## src/rtl/signal_sequencer.sv

```systemverilog
// Plays a small table of {x, y, duration} phases on x/y, optionally repeating the table, then returns to idle.
// Latency: outputs show phase 0 one cycle after an accepted start; a phase with duration d lasts d+1 cycles, with no gaps.
// Backpressure: none; start is ignored while running, stop aborts at the next edge, and table writes are dropped while busy.
module signal_sequencer #(
    parameter int NPH   = 4,
    parameter int AW    = 2,
    parameter int DUR_W = 8,
    parameter int REP_W = 4
) (
    input  logic             clk,
    input  logic             reset,
    input  logic             wr_en,
    input  logic [AW-1:0]    wr_addr,
    input  logic [DUR_W+1:0] wr_data,
    input  logic [AW:0]      num_phases,
    input  logic [REP_W-1:0] reps,
    input  logic             start,
    input  logic             stop,
    output logic             x,
    output logic             y,
    output logic             busy,
    output logic             done,
    output logic [AW-1:0]    phase_idx
);

    typedef enum logic {S_IDLE, S_RUN} state_t;

    localparam logic [AW:0]      NP_MAX  = (AW+1)'(NPH);
    localparam logic [AW:0]      NP_ONE  = (AW+1)'(1);
    localparam logic [AW-1:0]    IDX_ONE = AW'(1);
    localparam logic [DUR_W-1:0] CNT_ONE = DUR_W'(1);
    localparam logic [REP_W-1:0] REP_ONE = REP_W'(1);

    logic [DUR_W+1:0] tbl [NPH];

    state_t           state_q, state_d;
    logic [AW:0]      np_q, np_eff;
    logic [REP_W-1:0] rp_q;
    logic [DUR_W-1:0] cnt_q, cnt_d;
    logic [REP_W-1:0] pass_q, pass_d;
    logic             x_d, y_d, busy_d, done_d;
    logic [AW-1:0]    idx_d;

    logic [DUR_W+1:0] cur_ent, nxt_ent, first_ent;
    logic             wr_ok, accept_start;
    logic             last_cycle, last_phase, more_pass;

    assign wr_ok        = (state_q == S_IDLE) && wr_en;
    assign accept_start = (state_q == S_IDLE) && start && !stop;

    // A same-cycle write to entry 0 must be visible to the phase being started.
    assign first_ent = (wr_en && wr_addr == '0) ? wr_data : tbl[0];
    assign cur_ent   = tbl[phase_idx];
    assign nxt_ent   = tbl[phase_idx + IDX_ONE];

    assign last_cycle = (cnt_q == cur_ent[DUR_W-1:0]);
    assign last_phase = ({1'b0, phase_idx} == (np_q - NP_ONE));
    assign more_pass  = (rp_q == '0) || (pass_q < (rp_q - REP_ONE));

    always_comb begin
        np_eff = num_phases;
        if (num_phases == '0) begin
            np_eff = NP_ONE;
        end else if (num_phases > NP_MAX) begin
            np_eff = NP_MAX;
        end
    end

    always_ff @(posedge clk or negedge reset) begin
        if (!reset) begin
            for (int i = 0; i < NPH; i++) begin
                tbl[i] <= '0;
            end
        end else if (wr_ok) begin
            tbl[wr_addr] <= wr_data;
        end
    end

    always_ff @(posedge clk or negedge reset) begin
        if (!reset) begin
            state_q   <= S_IDLE;
            np_q      <= NP_ONE;
            rp_q      <= '0;
            cnt_q     <= '0;
            pass_q    <= '0;
            x         <= 1'b0;
            y         <= 1'b0;
            busy      <= 1'b0;
            done      <= 1'b0;
            phase_idx <= '0;
        end else begin
            state_q   <= state_d;
            cnt_q     <= cnt_d;
            pass_q    <= pass_d;
            x         <= x_d;
            y         <= y_d;
            busy      <= busy_d;
            done      <= done_d;
            phase_idx <= idx_d;
            if (accept_start) begin
                np_q <= np_eff;
                rp_q <= reps;
            end
        end
    end

    always_comb begin
        state_d = state_q;
        case (state_q)
            S_IDLE: begin
                if (start && !stop) begin
                    state_d = S_RUN;
                end
            end
            S_RUN: begin
                if (stop) begin
                    state_d = S_IDLE;
                end else if (last_cycle && last_phase && !more_pass) begin
                    state_d = S_IDLE;
                end
            end
            default: state_d = S_IDLE;
        endcase
    end

    always_comb begin
        x_d    = 1'b0;
        y_d    = 1'b0;
        busy_d = 1'b0;
        done_d = 1'b0;
        idx_d  = '0;
        cnt_d  = '0;
        pass_d = pass_q;
        case (state_q)
            S_IDLE: begin
                if (start && !stop) begin
                    x_d    = first_ent[DUR_W+1];
                    y_d    = first_ent[DUR_W];
                    busy_d = 1'b1;
                    pass_d = '0;
                end
            end
            S_RUN: begin
                if (stop) begin
                    pass_d = pass_q;
                end else if (!last_cycle) begin
                    x_d    = cur_ent[DUR_W+1];
                    y_d    = cur_ent[DUR_W];
                    busy_d = 1'b1;
                    idx_d  = phase_idx;
                    cnt_d  = cnt_q + CNT_ONE;
                end else if (!last_phase) begin
                    x_d    = nxt_ent[DUR_W+1];
                    y_d    = nxt_ent[DUR_W];
                    busy_d = 1'b1;
                    idx_d  = phase_idx + IDX_ONE;
                end else if (more_pass) begin
                    // Pass counter saturates; with reps = 0 its value no longer matters.
                    x_d    = tbl[0][DUR_W+1];
                    y_d    = tbl[0][DUR_W];
                    busy_d = 1'b1;
                    pass_d = (pass_q == '1) ? pass_q : pass_q + REP_ONE;
                end else begin
                    done_d = 1'b1;
                end
            end
            default: begin
                pass_d = '0;
            end
        endcase
    end

endmodule

```

## config.mk

```make
export PLATFORM = sky130hd
export DESIGN_NAME = signal_sequencer
export DESIGN_NICKNAME = d
export VERILOG_FILES = /design/src/rtl/signal_sequencer.sv
export SDC_FILE = /design/constraint.sdc
export NUM_CORES = 1
export LEC_CHECK = 0
export BUFFER_PORTS_ARGS = -buffer_cell sky130_fd_sc_hd__buf_2
export CAP_MARGIN = 20
export CORE_AREA = 10 10 81 97
export CTS_CLUSTER_DIAMETER = 30
export DETAILED_ROUTE_END_ITERATION = 16
export DIE_AREA = 0 0 91 107
export GPL_TIMING_DRIVEN = 0
export HOLD_SLACK_MARGIN = 0.12
export PLACE_DENSITY = 0.8
export SLEW_MARGIN = 20
export SYNTH_ARGS = -nofsm -noshare
export SYNTH_HDL_FRONTEND = slang
export SYNTH_SLANG_ARGS = --single-unit
```

## constraint.sdc

```tcl
create_clock -name clk -period 2.8 [get_ports clk]
set_clock_uncertainty 0.1 [all_clocks]
set_input_delay 0.14 -clock clk [delete_from_list [all_inputs] [get_ports clk]]
set_output_delay 0.14 -clock clk [all_outputs]
set_load 0.02 [all_outputs]
```

Word level (Yosys, flattened, before mapping)
Index checks and enable logic that the tools add are counted.
Storage, ports and cells
  logic and storage cells: 106
  input port bits: 24
  output and inout bits: 6
  flip-flop bits (word level): 66
Operators by class
  muxes and demuxes: 52
  reductions and logical operators: 15
  $add $sub $neg: 5
  $lt $le $gt $ge: 6
  bitwise operators: 4
  equality and inequality tests: 10
Operators by type and width (number)
  $mux W10: 6
  $bmux W10 S2: 2
  $bwmux W40: 1
  $mux W4: 6
  $mux W8: 3
  $mux W1: 22
  $demux W10 S2: 1
  $ge A3 B3 Y1 const B: 3
  $not A2 Y3: 3
  $add A8 B1 Y8 const B: 1
  $eq A8 B8 Y1: 1
  $logic_and A1 B1 Y1: 8
  $mux W2: 4
  $ne A2 B1 Y1 const B: 4
  $pmux W1 S2: 4
  $pmux W4 S2: 1
  $mux W3: 2
  $reduce_and A6 Y1: 1
  $add A4 B1 Y4 const B: 1
  $eq A4 B4 Y1 const B: 1
  $logic_not A4 Y1: 1
  $lt A4 B4 Y1: 1
  $ne A2 B2 Y1 const B: 2
  $sub A4 B1 Y4 const B: 1
  11 further kinds: 12

Longest topological paths before layout
Gate-level depths: netlist (run 1).
  depth after elaboration: 10
  depth in mapped cells: 9
  mapped depth without buffers: 9

Worst setup path before layout (run 1)
OpenSTA, ideal clock, no wires.
  path kind: register to register
  from: register phase_idx[0]
  to: register state_q
  required time: 2.558 ns
  path slack: 0.518 ns
  data arrival time: 2.040 ns
  path buffers: 2
  cell stages (with the launch flop): 9
  period minus slack after synthesis: 2.282 ns
  cell sequence: dfrtp_1 buf_6 buf_8 mux4_2 xnor2_1 nand4_2 nor2_4 and3_1 o21ai_0
On the way
  cells in the longest elaborated chain, start to end: 10
  elaborated cells on any way between the ends: 11
Ends and longest elaborated chain
  start, declared: RTL line 23  | output logic [AW-1:0] phase_idx
  start signal, assigned: RTL line 99  | phase_idx <= idx_d;
  $not A2 Y3 (not written as such): RTL line 53  | assign cur_ent = tbl[phase_idx];
  $bmux W10 S2: RTL line 53
  $mux W10 (not written as such) (2 in a row): RTL line 53
  $eq A8 B8 Y1: RTL line 56  | assign last_cycle = (cnt_q == cur_ent[DUR_W-1:0]);
  $logic_and A1 B1 Y1 (*) (2 in a row): RTL line 118  | end else if (last_cycle && last_phase && !more_pass) begin
  $mux W1 (*): RTL line 118
  $mux W1 (*): RTL line 116  | if (stop) begin
  $pmux W1 S2 (*): RTL line 109  | case (state_q)
  named net state_d: RTL line 36  | state_t state_q, state_d;
  end signal, assigned: RTL line 92  | state_q <= state_d;
  end, declared: RTL line 36
Mark *: on every way through the listed nets, which the timed path passes. The rest lies on a longest branch. The select of a mux whose other input is x is not followed.
A chain may end at the register's enable or synchronous reset.

Worst setup path in the final report (run 1)
  from: register phase_idx[1]
  to: register state_q
The elaborated chain is that of the path after synthesis.

==> flow_summary_export.csv, run 1 <==
group,metric,value,unit
timing,slew_headroom,32.8,%
cells_and_area,nNetsFinal,342,
yosys,synthAdderAreaFrac,2.62,%
pwr,internal_power,1.77,mW
floorplanning,die_h,107,um
routing,route.detailed.drc,0,
clock_network,ctsHoldBuffers,20,
yosys,yosysWarnings,0,
timing,setup_slack,426,ps
yosys,avgSynthCellArea,13.4,um^2
grt,grt-ovfl-total,0,
yosys,synth_top_area_cell,"dfrtp_1",
routing,vias,2149,
routing,drtAntennaViolNets,0,
grt,grtUsageTotal,14.1,%
run,cap_violations,0,
routing,initialDrtViolationCount,78,
yosys,synthMuxAreaShare,26.6,%
routing,firstDrtPassIters,4,
clock_network,cts.repair.resized,0,
timing,fmax,421,MHz
timing,finalCritPeriodShare,84.8,%
timing,tightest_slew,1000,ps
timing,hold_viol_final,0,
timing,slew_violations,0,
placement,hpwl,4530,um
yosys,synthesis.nets,281,
grt,grt_max_degree,39,
cells_and_area,syn_to_final_growth,19.6,%
worst_setup_path,slowest_delay,530,ps
status,status,"completed",
clock_network,cts_inserted_buffers,9,
clock_network,cts_setup_buffers,0,
worst_setup_path,setup.worst_path.start,"phase_idx[1]$_DFFE_PN0P_",
pwr,combPwrFrac,21.0,%
pwr,pwr-share-seq,49.4,%
timing,fin_tns_setup,0,ps
clock_network,path_clk_slew,80,ps
yosys,synthDominantCellAreaShare,48.7,%
worst_setup_path,end_kind,"flop",
cells_and_area,layout_commonest_cell,"dfrtp_1",
pwr,p_sw_share,28.9,%
grt,grt_pass1_vias,2334,
placement,dpl_worst_slack,410,ps
pwr,ir_drop,0.593,mV
yosys,synth_cells,250,
timing,setup_viol,0,
clock_network,clockRootBuffer,"clkbuf_8",
floorplanning,initial_core_util,55.9,%
pwr,power_density,624,mW/mm^2
floorplanning,ios,30,
yosys,synth_compound_area_share,2.74,%
timing,finalCriticalPeriod,2370,ps
clock_network,htreeDepth,3,
yosys,synth-seq-area-share,49.5,%
floorplanning,core-area,0.00597,mm^2
yosys,yosys.area_share.simple,11.0,%
worst_setup_path,start_kind,"flop",
cells_and_area,drive_gt1_share,33.2,%
routing,wl,6450,um
cells_and_area,nFillCells,478,
placement,place.port_buffers,29,
clock_network,clock_sinks,66,
clock_network,cts_tree,"done",
pwr,pwr-share-clk,29.6,%
clock_network,clockBufferDepth,2,
yosys,syn_area,0.00334,mm^2
grt,antenna_found_initial,0,
worst_setup_path,critical_path.max_fanout,10,
grt,grt_pass1_wl,11100,um
worst_hold_path,hold_class,"primary input to asynchronous set/reset pin",
floorplanning,die_w,91,um
worst_setup_path,cp_data_required_time,2920,ps
worst_setup_path,crit_type,"flop to flop",
yosys,synth_top_family_by_area,"multiplexers",
yosys,ys_ff_latch,66,
yosys,synth_cell_types,38,
routing,avgRoutedWirePerCell,16.2,um
cells_and_area,final_cell_mix,"dfrtp_1, mux2_2, buf_2, dlygate4sd3_1, nor2_1",
floorplanning,rows,31,
cells_and_area,n_antenna_cell,0,
placement,place.gp.congestion,0.768,
floorplanning,die_area,0.00974,mm^2
yosys,yosys-top-cells-area,"dfrtp_1, mux2_2, mux4_1",
pwr,p_leak,1.75,nW
pwr,p_switching,0.721,mW
yosys,synth-xor-area-share,5.51,%
timing,rsz0062_at_grt,"no",
worst_setup_path,crit_chain,"buf_2, mux4_1, xnor2_1, nand4_2, nor2_4, and3_1, o21ai_0",
worst_setup_path,reg2reg_from,"phase_idx[1]$_DFFE_PN0P_",
clock_network,clk_latency,350,ps
worst_setup_path,cp.arrival,2490,ps
routing,post_drt_via_cell_ratio,5.40,
worst_setup_path,cpMaxStageDelayCell,"dfrtp_1",
-- layout make-up --
class | instances | area, um^2 | share of cell area (%)
multi-input combinational | 171 | 1620 | 40.5
timing repair buffer | 50 | 368 | 9.21
clock buffer | 9 | 124 | 3.10
tap | 82 | 103 | 2.57
sequential | 66 | 1650 | 41.4
clock inverter | 7 | 58.8 | 1.47
buffer | 7 | 46.3 | 1.16
inverter | 6 | 22.5 | 0.564
-- cell usage after synthesis, drive strengths merged --
| library cell | n |
|---|---|
| a211o | 1 |
| a21oi | 1 |
| and2 | 1 |
| and3 | 5 |
| and3b | 1 |
| buf | 4 |
| clkbuf | 3 |
| dfrtp | 65 |
| dfstp | 1 |
| ha | 7 |
| inv | 6 |
| mux2 | 47 |
| mux2i | 5 |
| mux4 | 12 |
| nand2 | 11 |
| nand2b | 5 |
| nand3 | 11 |
| nand4 | 4 |
| nor2 | 17 |
| nor2b | 3 |
| nor3 | 2 |
| nor3b | 4 |
| o21a | 1 |
| o21ai | 10 |
| o31a | 1 |
| o31ai | 1 |
| xnor2 | 14 |
| xor2 | 7 |
-- per-layer routing --
metal	up-vias	track usage, %	share of wire [%]
met2	36	23.7	50
met1	1060	16.3	44
met4	0	6.28	2.2
li1	1038	-	-
met3	15	4.40	3.7
met5	-	0	0
-- critical path: cells and delay by family (launching register included) --
family	cells	cell delay, ps
AOI/OAI and AO/OA	1	80
xor gates and xnor gates	1	190
buffers and inverters	1	330
DFF	1	530
muxes	1	380
and+or+nand+nor	3	630
-- power groups by stage --
stage          sequential, mW  combinational, mW  clock (mW)
2_1_floorplan            1.22              0.385           0
3_3_place_gp             1.24              0.478           0
3_5_place_dp             1.25              0.502           0
4_1_cts                  1.23              0.529       0.759
5_1_grt                  1.25              0.579       0.801
6_report                 1.23              0.523       0.738
-- flip-flops by register name (all words and copies together) (netlist names) --
signal and cells:
pass_q 4, x 1, busy 1, y 1, cnt_q 8, tbl 40
phase_idx 2, rp_q 4, np_q 3, done 1, state_q 1
-- logic make-up after synthesis --
group,Yosys count
and+or+nand+nor,64
adders and majority gates,7
DFF,66
xor gates and xnor gates,21
muxes,64
AOI/OAI and AO/OA,15
buffers and inverters,13
-- through the flow --
| stage | std cells | hold slack [ps] | instance area, um^2 | total power [mW] | utilization [%] |
|---|---|---|---|---|---|
| floorplan | 250 | -256 | 3340 | 1.61 | - |
| global placement | 361 | 220 | 3590 | 1.71 | 60.1 |
| detailed placement | 362 | -13.3 | 3610 | 1.75 | 60.4 |
| CTS | 398 | 150 | 3990 | 2.52 | 66.8 |
| global route | 398 | 172 | 3990 | 2.63 | 66.8 |
| finish | 398 | 148 | 3990 | 2.49 | 66.8 |
-- path summary, 6_finish.rpt --
path	end	slack (ps)	depth (start not counted)
min in group clk	y$_DFF_PN0_	290	5
max in group asynchronous	np_q[0]$_DFFE_PN1P_	1870	3
setup reg to reg	state_q$_DFF_PN0_	430	7
hold reg to reg	np_q[1]$_DFFE_PN0P_	390	2
hold / removal	cnt_q[3]$_DFF_PN0_	150	2
setup / recovery	state_q$_DFF_PN0_	430	7
No activity file was read; power rests on OpenSTA's default activity.
==> inputs of run 2 (changes only) <==
==> constraint.sdc (replaced) <==
create_clock -name clk -period 2.3 [get_ports clk]
set_clock_uncertainty 0.1 [all_clocks]
set_input_delay 0.115 -clock clk [delete_from_list [all_inputs] [get_ports clk]]
set_output_delay 0.115 -clock clk [all_outputs]
set_load 0.02 [all_outputs]
==> flow_summary_export.csv, run 2 (synthesis gave the netlist of run 1 again) <==
group,metric,value,unit
status,status,"finished, violations left",
status,violations,"negative setup slack",
placement,placed_cells_incl_taps,362,
cells_and_area,nNetsFinal,347,
worst_setup_path,end_kind,"flop",
clock_network,clockBufferDepth,2,
placement,hpwl,4530,um
timing,slew_headroom,58.1,%
clock_network,path_clk_slew,80,ps
worst_setup_path,worst-path-buf-inv,3,
worst_setup_path,path_delay_family,"multiplexers",
worst_setup_path,crit_chain,"buf_6, buf_8, mux4_2, xnor2_2, nand4_4, nor2_4, buf_4, and3_1, o21ai_1",
timing,setup_slack,-31.5,ps
clock_network,htreeDepth,3,
worst_setup_path,crit_type,"flop to flop",
worst_setup_path,slowest_delay,520,ps
timing,tightest_slew,628,ps
timing,whs,123,ps
cells_and_area,largest-register,"tbl",
worst_setup_path,cp_data_required_time,2440,ps
timing,finalCritPeriodShare,101,%
routing,route.detailed.drc,0,
timing,slew_violations,0,
timing,fin_tns_setup,-31.5,ps
grt,grt-ovfl-total,0,
worst_setup_path,cpMaxStageDelayCell,"mux4_2",
cells_and_area,fin_cells,403,
worst_setup_path,r2r_end,"x$_DFF_PN0_",
placement,dpl_worst_slack,-89.8,ps
placement,place.gp.congestion,0.768,
cells_and_area,nFillCells,460,
worst_setup_path,critical_path.max_fanout,7,
routing,vias,2191,
floorplanning,core-area,0.00597,mm^2
timing,finalCriticalPeriod,2330,ps
worst_hold_path,hold_class,"primary input to asynchronous set/reset pin",
timing,setup_viol,1,
floorplanning,rows,31,
cells_and_area,final_cell_mix,"dfrtp_1, mux2_2, buf_2, dlygate4sd3_1, nor2_1",
routing,initialDrtViolationCount,75,
floorplanning,die_area,0.00974,mm^2
routing,post_drt_via_cell_ratio,5.44,
placement,place.port_buffers,29,
grt,grt_max_degree,39,
clock_network,clockRootBuffer,"clkbuf_8",
cells_and_area,largest_reg_flops,40,
floorplanning,ios,30,
worst_setup_path,reg2reg_from,"phase_idx[0]$_DFFE_PN0P_",
worst_setup_path,start_kind,"flop",
cells_and_area,n_antenna_cell,0,
worst_setup_path,r2r_slack,-30,ps
grt,grt_pass1_vias,2361,
pwr,power_density,755,mW/mm^2
cells_and_area,syn_to_final_growth,22.5,%
cells_and_area,layout_commonest_cell,"dfrtp_1",
routing,drtAntennaViolNets,0,
cells_and_area,drive_gt1_share,38.6,%
timing,rsz0062_at_grt,"yes",
worst_setup_path,reg2regPathDepth,9,
routing,avgRoutedWirePerCell,16.9,um
cells_and_area,reg.largest.list,"tbl x40, cnt_q x8",
pwr,p_leak,1.79,nW
routing,wl,6820,um
clock_network,cts_inserted_buffers,9,
pwr,ir_drop,0.728,mV
grt,antenna_found_initial,0,
timing,hold_viol_final,0,
pwr,power.total,3.09,mW
floorplanning,die_w,91,um
clock_network,clock_sinks,66,
placement,placed_area,0.00361,mm^2
cells_and_area,fin_area,0.00409,mm^2
clock_network,cts_tree,"done",
timing,fmax,429,MHz
cells_and_area,finish.utilization,68.5,%
floorplanning,initial_core_util,55.9,%
floorplanning,die_h,107,um
grt,grt_pass1_wl,11400,um
worst_setup_path,cp.arrival,2470,ps
grt,grtUsageTotal,14.5,%
run,cap_violations,0,
routing,firstDrtPassIters,4,
clock_network,clk_latency,360,ps
-- run 2: cell count changes in the layout (fill, tap and decap cells not counted), moves of 4 or more --
cell | previous run | this run
xnor2_2 | 0 | 6
mux4_2 | 2 | 6
mux4_1 | 10 | 6
buf_4 | 1 | 6
xnor2_1 | 14 | 8
-- run 2: area by class of cell --
type | instances | area [um^2] | share of cell area (%)
repair buffers | 56 | 419 | 10.2
well taps | 82 | 103 | 2.51
inverters | 6 | 22.5 | 0.551
clock buffers | 9 | 124 | 3.03
plain buffers | 6 | 46.3 | 1.13
multi-input cells | 171 | 1660 | 40.7
clock inverters | 7 | 58.8 | 1.44
flip-flops and latches | 66 | 1650 | 40.4
-- run 2: repair_timing --
item | 4_1_cts | 5_1_grt
endpoints found under the hold margin | 130 | 0
setup endpoints to repair | 21 | 39
pin swaps | 2 | 2
setup buffers | 3 | 2
gates resized for setup | 10 | 7
hold buffers | 21 | 0
-- run 2: worst max path at each step --
stage / slack (ps) / end / depth (start not counted) / start
floorplan: 20 / state_q$_DFF_PN0_ / 8 / phase_idx[0]$_DFFE_PN0P_
global placement: -50 / state_q$_DFF_PN0_ / 8 / phase_idx[0]$_DFFE_PN0P_
detailed placement: -90 / pass_q[2]$_DFFE_PN0P_ / 7 / phase_idx[1]$_DFFE_PN0P_
CTS: -10 / pass_q[2]$_DFFE_PN0P_ / 8 / phase_idx[0]$_DFFE_PN0P_
global route: -120 / x$_DFF_PN0_ / 9 / phase_idx[0]$_DFFE_PN0P_
finish: -30 / x$_DFF_PN0_ / 9 / phase_idx[0]$_DFFE_PN0P_
-- run 2: metal layers --
layer | wire [um] | global-route usage, %
met5 | 0 | 0
met4 | 131 | 6.73
met3 | 250 | 4.40
met2 | 3460 | 24.1
met1 | 2970 | 17.0
-- run 2: report_power, final --
group / internal (mW) / leakage [nW] / switching (mW) / total [mW]
clock: 0.407 / 0.0872 / 0.494 / 0.900
combinational: 0.395 / 0.886 / 0.285 / 0.680
sequential: 1.38 / 0.817 / 0.129 / 1.51
total: 2.18 / 1.79 / 0.908 / 3.09
==> inputs of run 3 (changes only) <==
--- a/config.mk
+++ b/config.mk
@@ -14,6 +14,7 @@
 export GPL_TIMING_DRIVEN = 0
 export HOLD_SLACK_MARGIN = 0.12
 export PLACE_DENSITY = 0.8
+export RECOVER_POWER = 50
 export SLEW_MARGIN = 20
 export SYNTH_ARGS = -nofsm -noshare
 export SYNTH_HDL_FRONTEND = slang
==> flow_summary_export.csv, run 3 (synthesis gave the netlist of run 1 again) <==
group,metric,value,unit
status,status,"finished, violations left",
status,violations,"max-capacitance violations, max-slew violations, negative setup slack",
timing,finalCritPeriodShare,101,%
cells_and_area,syn_to_final_growth,22.4,%
placement,place.gp.congestion,0.768,
pwr,combPwrFrac,22.0,%
worst_setup_path,start_kind,"flop",
cells_and_area,nFillCells,460,
pwr,pwr-share-seq,48.8,%
worst_hold_path,hold_class,"primary input to flop",
routing,drtAntennaViolNets,0,
pwr,p_switching,0.908,mW
cells_and_area,reg.largest.list,"tbl x40, cnt_q x8",
routing,route.detailed.drc,0,
worst_setup_path,crit_type,"flop to flop",
clock_network,clk_latency,360,ps
routing,post_drt_via_cell_ratio,5.44,
timing,rsz0062_at_grt,"yes",
timing,finalCriticalPeriod,2330,ps
cells_and_area,finish.utilization,68.4,%
grt,grt_pass1_vias,2361,
grt,grtUsageTotal,14.5,%
placement,dpl_worst_slack,-89.8,ps
worst_setup_path,setup.worst_path.end,"x$_DFF_PN0_",
timing,hold_viol_final,0,
pwr,p_leak,1.79,nW
placement,placed_area,0.00361,mm^2
worst_setup_path,end_kind,"flop",
routing,vias,2191,
routing,wl,6820,um
clock_network,htreeDepth,3,
worst_setup_path,crit_chain,"buf_6, buf_8, mux4_2, xnor2_2, nand4_4, nor2_4, buf_4, and3_1, o21ai_1",
clock_network,cts_tree,"done",
cells_and_area,largest_reg_flops,40,
floorplanning,ios,30,
worst_setup_path,cp.arrival,2470,ps
floorplanning,core-area,0.00597,mm^2
floorplanning,rows,31,
floorplanning,die_area,0.00974,mm^2
placement,placed_cells_incl_taps,362,
placement,place.port_buffers,29,
cells_and_area,final_cell_mix,"dfrtp_1, mux2_2, buf_2, dlygate4sd3_1, nor2_1",
pwr,p_sw_share,29.4,%
timing,whs,209,ps
clock_network,clock_sinks,66,
pwr,pwr-share-clk,29.2,%
clock_network,clockBufferDepth,2,
pwr,internal_power,2.18,mW
timing,fmax,429,MHz
worst_setup_path,slowest_delay,520,ps
pwr,ir_drop,0.728,mV
grt,grt-ovfl-total,0,
cells_and_area,largest-register,"tbl",
timing,slew_headroom,-6.22,%
grt,grt_pass1_wl,11400,um
floorplanning,die_h,107,um
routing,avgRoutedWirePerCell,16.9,um
worst_setup_path,cp_data_required_time,2440,ps
timing,fin_tns_setup,-31.5,ps
worst_setup_path,reg2regPathDepth,9,
pwr,power.total,3.09,mW
floorplanning,die_w,91,um
cells_and_area,drive_gt1_share,38.3,%
placement,hpwl,4530,um
timing,setup_viol,1,
clock_network,cts_inserted_buffers,9,
worst_setup_path,reg2reg_from,"phase_idx[0]$_DFFE_PN0P_",
routing,initialDrtViolationCount,75,
clock_network,clockRootBuffer,"clkbuf_8",
worst_setup_path,cpMaxStageDelayCell,"mux4_2",
routing,firstDrtPassIters,4,
cells_and_area,fin_cells,403,
cells_and_area,layout_commonest_cell,"dfrtp_1",
grt,grt_max_degree,39,
timing,tightest_slew,1590,ps
run,cap_violations,1,
worst_setup_path,critical_path.max_fanout,7,
timing,setup_slack,-31.5,ps
clock_network,path_clk_slew,80,ps
cells_and_area,n_antenna_cell,0,
pwr,power_density,755,mW/mm^2
floorplanning,initial_core_util,55.9,%
cells_and_area,fin_area,0.00409,mm^2
worst_setup_path,r2r_slack,-30,ps
timing,slew_violations,29,
grt,antenna_found_initial,0,
cells_and_area,nNetsFinal,347,
worst_setup_path,setup.worst_path.start,"phase_idx[0]$_DFFE_PN0P_",
worst_setup_path,r2r_end,"x$_DFF_PN0_",
[run 3: how the worst min path moves through the flow]
stage	from	to	depth (start not counted)	slack, ps
6_report	wr_addr[1]	tbl[25]$_DFFE_PN0P_	3	210
2_1_floorplan	reset	busy$_DFF_PN0_	0	-280
3_3_place_gp	num_phases[2]	np_q[0]$_DFFE_PN1P_	2	190
3_5_place_dp	reset	cnt_q[3]$_DFF_PN0_	1	-40
4_1_cts	reset	tbl[35]$_DFFE_PN0P_	2	130
5_1_grt	wr_addr[1]	tbl[25]$_DFFE_PN0P_	3	220
[run 3: layer usage]
layer	up-vias	track usage (%)	part of all wire, %
met5	-	0	0
met4	0	6.73	1.9
met3	13	4.40	3.7
met2	46	24.1	51
met1	1095	17.0	44
li1	1037	-	-
[run 3: power by group through the flow]
| stage | clock [mW] | combinational (mW) | sequential, mW |
|---|---|---|---|
| after floorplan | 0 | 0.468 | 1.49 |
| after global placement | 0 | 0.581 | 1.50 |
| after detailed placement | 0 | 0.611 | 1.52 |
| after CTS | 0.924 | 0.671 | 1.50 |
| after global routing | 0.979 | 0.745 | 1.53 |
| final | 0.900 | 0.679 | 1.51 |
[run 3: area by class of cell]
class,count,area [um^2],area share (%)
clock buffer,9,124,3.03
sequential,66,1650,40.5
buffer,6,46.3,1.13
clock inverter,7,58.8,1.44
multi-input combinational,171,1660,40.7
tap,82,103,2.51
timing repair buffer,56,415,10.2
inverter,6,22.5,0.551
[run 3: critical path, delay by kind of cell (launching register included)]
kind	cells	cell delay, ps
compound gates	1	70
xor+xnor	1	200
buf+inv	3	440
flops	1	370
mux	1	520
simple gates	3	520
[run 3: repair_timing]
item                                    in CTS  in global routing
gates resized for setup                     10                  7
endpoints found under the setup margin      21                 39
endpoints found under the hold margin      130                  0
pin swaps                                    2                  2
buffers inserted                             3                  2
hold buffers                                21                  0
